--- src/rtl/serial_add_arb.sv ---
// Bit-serial adder shared by two requesters through a round-robin arbiter.
// Define SERIAL_ADD_OVF_EN to build the signed-overflow flag; otherwise ovf is tied low.
module serial_add_arb #(
   parameter int unsigned WIDTH = 8
) (
   input  logic             CK,
   input  logic             RST,
   input  logic             req0,
   input  logic             req1,
   input  logic [WIDTH-1:0] a0,
   input  logic [WIDTH-1:0] b0,
   input  logic [WIDTH-1:0] a1,
   input  logic [WIDTH-1:0] b1,
   output logic             ack0,
   output logic             ack1,
   output logic             busy,
   output logic             done,
   output logic             owner,
   output logic [WIDTH-1:0] sum,
   output logic             cout,
   output logic             ovf
);

   localparam int unsigned CW = (WIDTH > 1) ? $clog2(WIDTH) : 1;
   localparam logic [CW-1:0] LAST = CW'(WIDTH - 1);

   typedef enum logic [1:0] {IDLE, RUN, DONE} state_t;

   state_t           state_q, state_d;
   logic [WIDTH-1:0] sa_q, sa_d, sb_q, sb_d, sum_q, sum_d;
   logic [CW-1:0]    cnt_q, cnt_d;
   logic             carry_q, carry_d, cout_q, cout_d;
   logic             owner_q, owner_d, last_q, last_d;
   logic             ack0_q, ack0_d, ack1_q, ack1_d;
   logic             busy_q, busy_d, done_q, done_d;
   logic             grant, s_bit, c_nxt;
`ifdef SERIAL_ADD_OVF_EN
   logic             ovf_q, ovf_d;
`endif

   // Tie goes to the requester that was not served last
   assign grant = (req0 & req1) ? ~last_q : req1;
   assign s_bit = sa_q[0] ^ sb_q[0] ^ carry_q;
   assign c_nxt = (sa_q[0] & sb_q[0]) | (sa_q[0] & carry_q) | (sb_q[0] & carry_q);

   always_comb begin
      state_d = state_q;
      sa_d    = sa_q;
      sb_d    = sb_q;
      sum_d   = sum_q;
      cnt_d   = cnt_q;
      carry_d = carry_q;
      cout_d  = cout_q;
      owner_d = owner_q;
      last_d  = last_q;
      busy_d  = busy_q;
      ack0_d  = 1'b0;
      ack1_d  = 1'b0;
      done_d  = 1'b0;
`ifdef SERIAL_ADD_OVF_EN
      ovf_d   = ovf_q;
`endif
      case (state_q)
         IDLE: begin
            if (req0 | req1) begin
               state_d = RUN;
               sa_d    = grant ? a1 : a0;
               sb_d    = grant ? b1 : b0;
               carry_d = 1'b0;
               cnt_d   = '0;
               owner_d = grant;
               last_d  = grant;
               ack0_d  = ~grant;
               ack1_d  = grant;
               busy_d  = 1'b1;
            end
         end
         RUN: begin
            sa_d    = sa_q >> 1;
            sb_d    = sb_q >> 1;
            sum_d   = {s_bit, sum_q[WIDTH-1:1]};
            carry_d = c_nxt;
            if (cnt_q == LAST) begin
               state_d = DONE;
               cout_d  = c_nxt;
`ifdef SERIAL_ADD_OVF_EN
               // carry_q here is the carry into the MSB
               ovf_d   = carry_q ^ c_nxt;
`endif
            end else begin
               cnt_d = cnt_q + 1'b1;
            end
         end
         DONE: begin
            state_d = IDLE;
            busy_d  = 1'b0;
            done_d  = 1'b1;
         end
         default: state_d = IDLE;
      endcase
   end

   always_ff @(posedge CK or posedge RST) begin
      if (RST) begin
         state_q <= IDLE;
         sa_q    <= '0;
         sb_q    <= '0;
         sum_q   <= '0;
         cnt_q   <= '0;
         carry_q <= 1'b0;
         cout_q  <= 1'b0;
         owner_q <= 1'b0;
         last_q  <= 1'b1;
         busy_q  <= 1'b0;
         ack0_q  <= 1'b0;
         ack1_q  <= 1'b0;
         done_q  <= 1'b0;
`ifdef SERIAL_ADD_OVF_EN
         ovf_q   <= 1'b0;
`endif
      end else begin
         state_q <= state_d;
         sa_q    <= sa_d;
         sb_q    <= sb_d;
         sum_q   <= sum_d;
         cnt_q   <= cnt_d;
         carry_q <= carry_d;
         cout_q  <= cout_d;
         owner_q <= owner_d;
         last_q  <= last_d;
         busy_q  <= busy_d;
         ack0_q  <= ack0_d;
         ack1_q  <= ack1_d;
         done_q  <= done_d;
`ifdef SERIAL_ADD_OVF_EN
         ovf_q   <= ovf_d;
`endif
      end
   end

   assign ack0  = ack0_q;
   assign ack1  = ack1_q;
   assign busy  = busy_q;
   assign done  = done_q;
   assign owner = owner_q;
   assign sum   = sum_q;
   assign cout  = cout_q;
`ifdef SERIAL_ADD_OVF_EN
   assign ovf   = ovf_q;
`else
   assign ovf   = 1'b0;
`endif

endmodule

--- config.mk ---
export PLATFORM = sky130hd
export DESIGN_NAME = serial_add_arb
export DESIGN_NICKNAME = d
export VERILOG_FILES = /design/src/rtl/serial_add_arb.sv
export SDC_FILE = /design/constraint.sdc
export NUM_CORES = 1
export LEC_CHECK = 0
export BUFFER_PORTS_ARGS = -buffer_cell sky130_fd_sc_hd__buf_2
export CELL_PAD_IN_SITES_DETAIL_PLACEMENT = 1
export CELL_PAD_IN_SITES_GLOBAL_PLACEMENT = 1
export CORE_ASPECT_RATIO = 0.8
export CORE_MARGIN = 2
export CORE_UTILIZATION = 36
export CTS_CLUSTER_DIAMETER = 150
export CTS_CLUSTER_SIZE = 40
export DETAILED_ROUTE_END_ITERATION = 8
export PLACE_DENSITY = 0.73
export SLEW_MARGIN = 20
export SYNTH_ARGS = -nofsm -noshare
export SYNTH_HDL_FRONTEND = slang
export SYNTH_SLANG_ARGS = --single-unit
--- constraint.sdc ---
create_clock -name CK -period 1.37 [get_ports CK]
set_input_delay 0.137 -clock CK [delete_from_list [all_inputs] [get_ports CK]]
set_output_delay 0.137 -clock CK [all_outputs]
set_load 0.01 [all_outputs]
# == After elaboration in Yosys (flattened, before gate mapping) ==
# Index checks and enable logic that the tools add are counted.
# word_totals
reg_bits,37
output_inout_bits,15
# classes
n_addsub,1
n_eq_ne,6
muxes,22
bitwise,11
reduce_logical,9
# op_table
op,count
$mux 8,4
$pmux 8 s2,2
$reduce_and 2->1,5
$mux 1,8
$mux 3,2
$ne 2x2->1 const B,3
$pmux 3 s2,1
$and 1x1->1,4
$mux 2,2
$pmux 1 s2,2
$pmux 2 s2,1
$reduce_bool 2->1,2
$add 3x1->3 const B,1
$eq 3x3->1 const B,1
$or 1x1->1,3
$reduce_and 3->1,1
$eq 2x1->1 const B,1
$eq 2x2->1 const B,1
$logic_not 2->1,1
$not 1->1,2
$xor 1x1->1,2

# == Longest topological paths before layout ==
# Gate-level depths: netlist of run 1.
# logic_depth
ltp_word,5
depth_mapped,5
depth_no_buf,5

# == Worst setup path before layout of run 1 ==
# Ideal clock, no wire load.
# synth_timing
kind,reg-to-reg
startpoint,register cnt_q[0]
endpoint,register cout_q (netlist: cout)
setup_ps,127
arrival_ps,1230
required_ps,1243
slack_ps,12
stages_incl_launch_ff,5
n_path_buf,0
synth_period_minus_slack_ps,1358
path_cell_list,dfrtp_1 -> ha_1 -> ha_1 -> and2_4 -> mux2_1
# synth_via
elab_chain_cells,2
# synth_lines
item,line,text
start: declaration,31,"logic [CW-1:0] cnt_q, cnt_d;"
start signal: assignment,126,cnt_q <= cnt_d;
$eq 3x3->1,83,if (cnt_q == LAST) begin
$reduce_and 2->1 (no line),--,
end signal: assignment,128,cout_q <= cout_d;
end: declaration,32,"logic carry_q, carry_d, cout_q, cout_d;"
# No other way between the ends.
# A chain may end at the register's enable or synchronous reset.

# == Worst setup path in the final report of run 1 ==
# layout_timing
startpoint,register last_q
endpoint,register sa_q[2]
# layout_via
elab_chain_cells,5
# layout_lines
item,line,text
start: declaration,33,"logic owner_q, owner_d, last_q, last_d;"
start signal: assignment,130,last_q <= last_d;
$not 1->1,42,assign grant = (req0 & req1) ? ~last_q : req1;
$mux 1,42,
$mux 8,67,sa_d = grant ? a1 : a0;
$mux 8,65,if (req0 | req1) begin
$pmux 8 s2,63,case (state_q)
end signal: assignment,106,sa_q <= '0;
end signal: assignment,123,sa_q <= sa_d;
end: declaration,30,"logic [WIDTH-1:0] sa_q, sa_d, sb_q, sb_d, sum_q, sum_d;"
# No other way between the ends. The select of a mux whose other input is x is not followed.

==> results.txt, run 1 <==
outcome -> finished clean
Area Overhead vs Synth -> 32.4%
crit-path max FO -> 10
initial DRC count -> 30
register area share after synthesis -> 50.7%
period utilization -> 98.0%
H-tree depth -> 2
grt ovf -> 0
clk root buf -> clkbuf_8
Gate power share -> 46.7%
port bufs -> 49
Max Cap Viol -> 0
total number of yosys warnings -> 0
final setup fails -> 0
Clock Latency Late Sink -> 300 ps
clk slew on worst S/H paths -> 70 ps
I/O pins -> 51
critical path depth -> 4
non-filler cells, final -> 291
Final min period -> 1340 ps
Synth Area in Compound Gates -> 18.2%
# diodes -> 0
CP Capture Type -> flop
CTS tree -> yes
Pre-antenna DRT Iters -> 4
Avg WL per Cell -> 16.0 um
gpl congestion -> 0.805
routed vias/inst -> 5.01
Net Switching -> 1850 uW
WP data arrival -> 1510 ps
ratio of cells with drive above 1 in the final layout -> 45.0%
Crit Path Category -> reg2reg
CP Launch Type -> flop
DRT antenna net count -> 0
DRC -> 0
HP Class -> in2reg
Vias -> 1457
Leak -> 0.00116 uW
switching share of total power -> 36.0%
setup_tns -> 0 ps
gr usage total -> 17.3%
fill cell count -> 554
TritonCTS Buffers -> 5
Worst EP required -> 1540 ps
post-synthesis adder-cell area fraction -> 2.46%
largest family of logic cells by synthesized area -> compound AO/OA/AOI/OAI gates
FP Rows -> 23
synthesized area -> 1830 um2
Synth area leaders -> dfrtp_1 49%, mux2i_1 5.5%, o21ai_0 4.9%
clock share of power -> 17.1%
Pins Over Slew Limit -> 0
hold path depth -> 2
largest net degree at the start of global routing -> 16
WP buf/inv -> 1
core region area -> 4950 um2
HPWL after detailed placement -> 3280 um
Synth Instances -> 161
Net Count, Synth -> 200
chip width -> 83.7 um
Max Clock Skew -> 13.3 ps
top-area cell type share of the netlist area -> 49.3%
final core occ -> 48.9%
Avg Inst Size Synth -> 11.4 um2
vias in the first global route -> 1509
sequential share of power -> 36.2%
post-synthesis mux area share -> 11.0%
power per cell area -> 2120 nW/um2
Internal Power -> 3290 uW
Hold Violations, Final -> 0
RSZ-0062 raised after global routing -> yes
WL final -> 4650 um
highest clock rate -> 745 MHz
CP cell instances -> a21bo_4 > buf_12 > mux2i_2 > o211ai_1
CTS Sinks -> 37
delay-heaviest family, CP -> flip-flops
R2R cell count -> 4
Synth Area in Simple Gates -> 11.3%
Synth Area in XOR/XNOR -> 0%
Synth cell types -> 34
Final nets -> 267
Critical-path top delay cell -> dfstp_2
die area -> 5670 um2
flops & latches, synth -> 37
Starting Density -> 36.9%
first-pass GRT wire length -> 7420 um
Die Y -> 67.7 um
initial antenna violation count -> 0
worst vdd ir -> 0.615 mV
Max stage delay on crit path -> 560 ps
Max clock buf depth -> 2
Synth area leader -> dfrtp_1
# placed instances -> 278
==> power groups by stage <==
| stage | sequential [uW] | clock [uW] | combinational [uW] |
|---|---|---|---|
| floorplan | 1900 | 0 | 1400 |
| global placement | 1850 | 0 | 2110 |
| detailed placement | 1870 | 0 | 2190 |
| CTS | 1860 | 892 | 2260 |
| global route | 1920 | 934 | 2650 |
| finish | 1860 | 879 | 2400 |
==> metal layers <==
metal,share of wire (%),GRT usage [%],vias up
li1,-,-,711
met1,45,21.2,702
met2,49,29.2,36
met3,4.7,5.01,8
met4,1.7,7.26,0
met5,0,0,-
==> Yosys cell counts (all sizes together) <==
library cell / n
ha: 2
mux2: 9
a21bo: 1
and2: 8
inv: 2
buf: 9
a21o: 1
a22o: 3
nor2: 3
nand2b: 2
dfstp: 1
o21ai: 18
nor3: 2
or2: 1
o211ai: 8
a221oi: 6
conb: 1
o31ai: 7
mux2i: 10
nor2b: 7
and2b: 1
clkbuf: 4
nand2: 13
o2bb2ai: 2
a31oi: 1
fa: 1
dfrtp: 36
a21oi: 2
==> area by class of cell <==
cell class	instances	area [um2]	area share, %
Inverter	2	7.51	0.310
Timing Repair Buffer	73	454	18.8
Tap cell	62	77.6	3.20
Clock inverter	1	8.76	0.362
Clock buffer	7	96.3	3.98
Multi-Input combinational cell	109	850	35.1
Sequential cell	37	927	38.3
==> registers in the layout, indices dropped and copies added (netlist names) <==
register,count
cout,1
sa_q,8
done,1
ack1,1
owner,1
ack0,1
last_q,1
sum,8
busy,1
carry_q,1
state_q,2
cnt_q,3
sb_q,8
==> worst reg2reg max path, cell delays in order (launching register included) <==
cell and delay (ps):
dfstp_2 560, a21bo_4 160, buf_12 150, mux2i_2 220, o211ai_1 140
==> logic make-up (layout without fill, tap and decap cells) <==
group	Yosys count	in the layout
and+or+nand+nor	37	37
other	1	1
AOI/OAI and AO/OA	49	49
muxes	19	19
adders and majority gates	3	3
DFF	37	37
buffers and inverters	15	83
==> what timing repair did <==
action / 4_1_cts / 5_1_grt
hold buffers: 1 / 0
setup endpoints to repair: 5 / 26
setup buffers: 1 / 2
cloned: 0 / 1
gates resized for setup: 3 / 16
pin swaps: 0 / 5
hold endpoints to repair: 6 / 0
==> cells in the final DEF, fill, tap and decap left out, drive strengths merged, types with 2 or more instances in the layout <==
cell and count:
o211ai 8, a22o 3, a221oi 6, a21oi 2, nor2 3, buf 72
o31ai 7, nand2b 2, mux2 9, nor3 2, dfrtp 36, and2 8
nand2 13, o21ai 18, inv 3, clkbuf 7, nor2b 7, ha 2
mux2i 10, o2bb2ai 2
==> stage by stage <==
step	total power [uW]	hold slack (ps)	setup WS (ps)	area, um2
floorplan	3300	207	12.2	1830
global placement	3960	148	22.7	2210
detailed placement	4060	144	-34.3	2210
CTS	5010	88.3	0.398	2350
global route	5500	118	-58.2	2420
finish	5130	105	27.8	2420
==> final timing paths <==
check                                      end               start  slack (ps)
max in group asynchronous   sum[5]$_DFFE_PP0N_                 RST         470
max                        sa_q[2]$_DFFE_PP0P_  last_q$_DFFE_PP1P_          30
min                         last_q$_DFFE_PP1P_                req0         110
min reg2reg                  owner$_DFFE_PP0P_   owner$_DFFE_PP0P_         480
max reg2reg                sa_q[2]$_DFFE_PP0P_  last_q$_DFFE_PP1P_          30
min in group asynchronous  sa_q[1]$_DFFE_PP0P_                 RST         370
Power figures use the tool's default switching activity.
==> run 2, diff against run 1 <==
--- a/config.mk
+++ b/config.mk
@@ -9,7 +9,7 @@
 export CELL_PAD_IN_SITES_DETAIL_PLACEMENT = 1
 export CELL_PAD_IN_SITES_GLOBAL_PLACEMENT = 1
 export CORE_ASPECT_RATIO = 0.8
-export CORE_MARGIN = 2
+export CORE_MARGIN = 3
 export CORE_UTILIZATION = 36
 export CTS_CLUSTER_DIAMETER = 150
 export CTS_CLUSTER_SIZE = 40
==> results.txt, run 2 (synthesized netlist as in run 1, its figures left out) <==
outcome -> finished with violations
failing checks -> negative setup slack
fin worst setup slack -> -7.63 ps (-35.4 ps)
Max clock buf depth -> 2 (unchanged)
final setup fails -> 1 (+1)
Pins Over Slew Limit -> 0 (unchanged)
DRT antenna net count -> 0 (unchanged)
Die Y -> 69.7 um (+3.0%)
routed vias/inst -> 5.17 (+3.4%)
worst vdd ir -> 0.820 mV (+33%)
R2R setup slack -> -8 ps (-40 ps)
crit-path max FO -> 11 (+1)
power per cell area -> 2090 nW/um2 (-1.5%)
HP Class -> in2reg
Leak -> 0.00117 uW (+1.5%)
core region area -> 4730 um2 (-4.3%)
Vias -> 1511 (+3.7%)
port bufs -> 49 (unchanged)
Starting Density -> 38.6% (+1.7 points)
Pre-antenna DRT Iters -> 4 (unchanged)
# placed instances -> 277 (-0.36%)
Max Cap Viol -> 0 (unchanged)
clk slew on worst S/H paths -> 80 ps (about the same)
Hold Violations, Final -> 0 (unchanged)
vias in the first global route -> 1571 (+4.1%)
CP Capture Type -> flop
initial DRC count -> 67 (+120%)
die area -> 5970 um2 (+5.4%)
most frequent cells in the layout -> 49 x buf_2, 36 x dfrtp_1, 19 x buf_4
CTS Sinks -> 37 (unchanged)
CTS tree -> yes
Net Switching -> 1860 uW (+0.67%)
Setup Slack @ Placement -> -54.9 ps (-20.6 ps)
period utilization -> 101% (+2.6 points)
I/O pins -> 51 (unchanged)
H-tree depth -> 2 (unchanged)
clock share of power -> 14.8% (-2.3 points)
clk root buf -> clkbuf_8
Final min period -> 1380 ps (+35.4 ps)
largest net degree at the start of global routing -> 38 (+22)
Crit Path Category -> reg2reg
CP Launch Type -> flop
Max Clock Skew -> 9.60 ps (-3.73 ps)
gpl congestion -> 0.799 (-0.68%)
Worst EP required -> 1530 ps (about the same)
gr usage total -> 16.7% (-0.65 points)
Gate power share -> 48.3% (+1.6 points)
HPWL after detailed placement -> 3370 um (+2.6%)
DRC -> 0 (unchanged)
switching share of total power -> 36.7% (+0.68 points)
first-pass GRT wire length -> 7760 um (+4.6%)
FP Rows -> 22 (-4.3%)
non-filler cells, final -> 292 (+0.34%)
grt ovf -> 0 (unchanged)
Final Hold Slack -> 129 ps (+23.4 ps)
sequential share of power -> 36.9% (+0.7 points)
Avg WL per Cell -> 16.8 um (+5.1%)
Internal Power -> 3210 uW (-2.3%)
WP data arrival -> 1530 ps (+20 ps)
Final nets -> 270 (+1.1%)
RSZ-0062 raised after global routing -> yes
commonest non-fill, non-tap cell in the layout -> buf_2
WL final -> 4900 um (+5.5%)
Area Overhead vs Synth -> 32.9%
final core occ -> 51.3% (+2.4 points)
initial antenna violation count -> 0 (unchanged)
ratio of cells with drive above 1 in the final layout -> 45.7% (+0.71 points)
highest clock rate -> 726 MHz (-2.6%)
Design Area, Final -> 2430 um2 (+0.31%)
Post-Place Cell Area -> 2210 um2 (-0.34%)
# diodes -> 0 (unchanged)
TritonCTS Buffers -> 5 (unchanged)
Clock Latency Late Sink -> 290 ps (about the same)
chip width -> 85.7 um (+2.4%)
[run 2: cell count changes in the layout (fill, tap and decap cells not counted), moves of 2 or more]
cell      previous run  this run
clkbuf_8             7         5
clkinv_2             0         2
buf_6                1         5
a221oi_1             5         1
o21ai_1              3         1
o21ai_0             15        17
a221oi_2             1         5
[run 2: timing repair]
item	CTS	global route
pin swaps	0	3
setup endpoints to repair	15	30
hold buffers	1	0
endpoints found under the hold margin	36	0
setup buffers	0	5
resized for setup	5	15
cloned	0	1
[run 2: stage by stage]
stage          total power [uW]  setup TNS (ps)
6_report                   5070           -7.63
2_1_floorplan              3300               0
4_1_cts                    4910           -82.5
3_5_place_dp               4100            -132
5_1_grt                    5460            -325
3_3_place_gp               3990           -7.60
[run 2: cell type report]
class	instances	area, um2
Multi-Input combinational cell	110	862
Timing Repair Buffer	75	474
Fill cell	541	2310
Sequential cell	37	927
Clock inverter	2	10.0
Tap cell	60	75.1
Inverter	2	7.51
Clock buffer	6	72.6
[run 2: worst paths after layout]
check / start / end / depth (start not counted)
hold reg to reg: sa_q[5]$_DFFE_PP0P_ / sa_q[4]$_DFFE_PP0P_ / 2
max in group asynchronous: RST / last_q$_DFFE_PP1P_ / 4
setup reg to reg: last_q$_DFFE_PP1P_ / sb_q[6]$_DFFE_PP0P_ / 4
hold / removal: req0 / last_q$_DFFE_PP1P_ / 2
min in group asynchronous: RST / sum[0]$_DFFE_PP0N_ / 4
setup / recovery: last_q$_DFFE_PP1P_ / sb_q[6]$_DFFE_PP0P_ / 4
[run 2: routing by layer]
layer / global-route usage [%] / up-vias / wire length [um]
met2: 24.6 / 36 / 2240
met1: 23.6 / 754 / 2390
met3: 3.80 / 5 / 212
met4: 6.33 / 0 / 67
li1: - / 716 / -
met5: 0 / - / 0
[run 2: worst max-delay path, stage by stage, from the launching register on]
cell	delay, ps
dfstp_2	570
a21bo_4	170
buf_12	160
mux2i_2	240
o211ai_1	110
[run 2: power by group through the flow]
stage                     registers [uW]  logic (uW)  clock network (uW)
after floorplan                     1900        1400                   0
after global placement              1840        2150                   0
after detailed placement            1890        2210                   0
after CTS                           1880        2270                 770
after global routing                1930        2700                 826
final                               1870        2450                 751
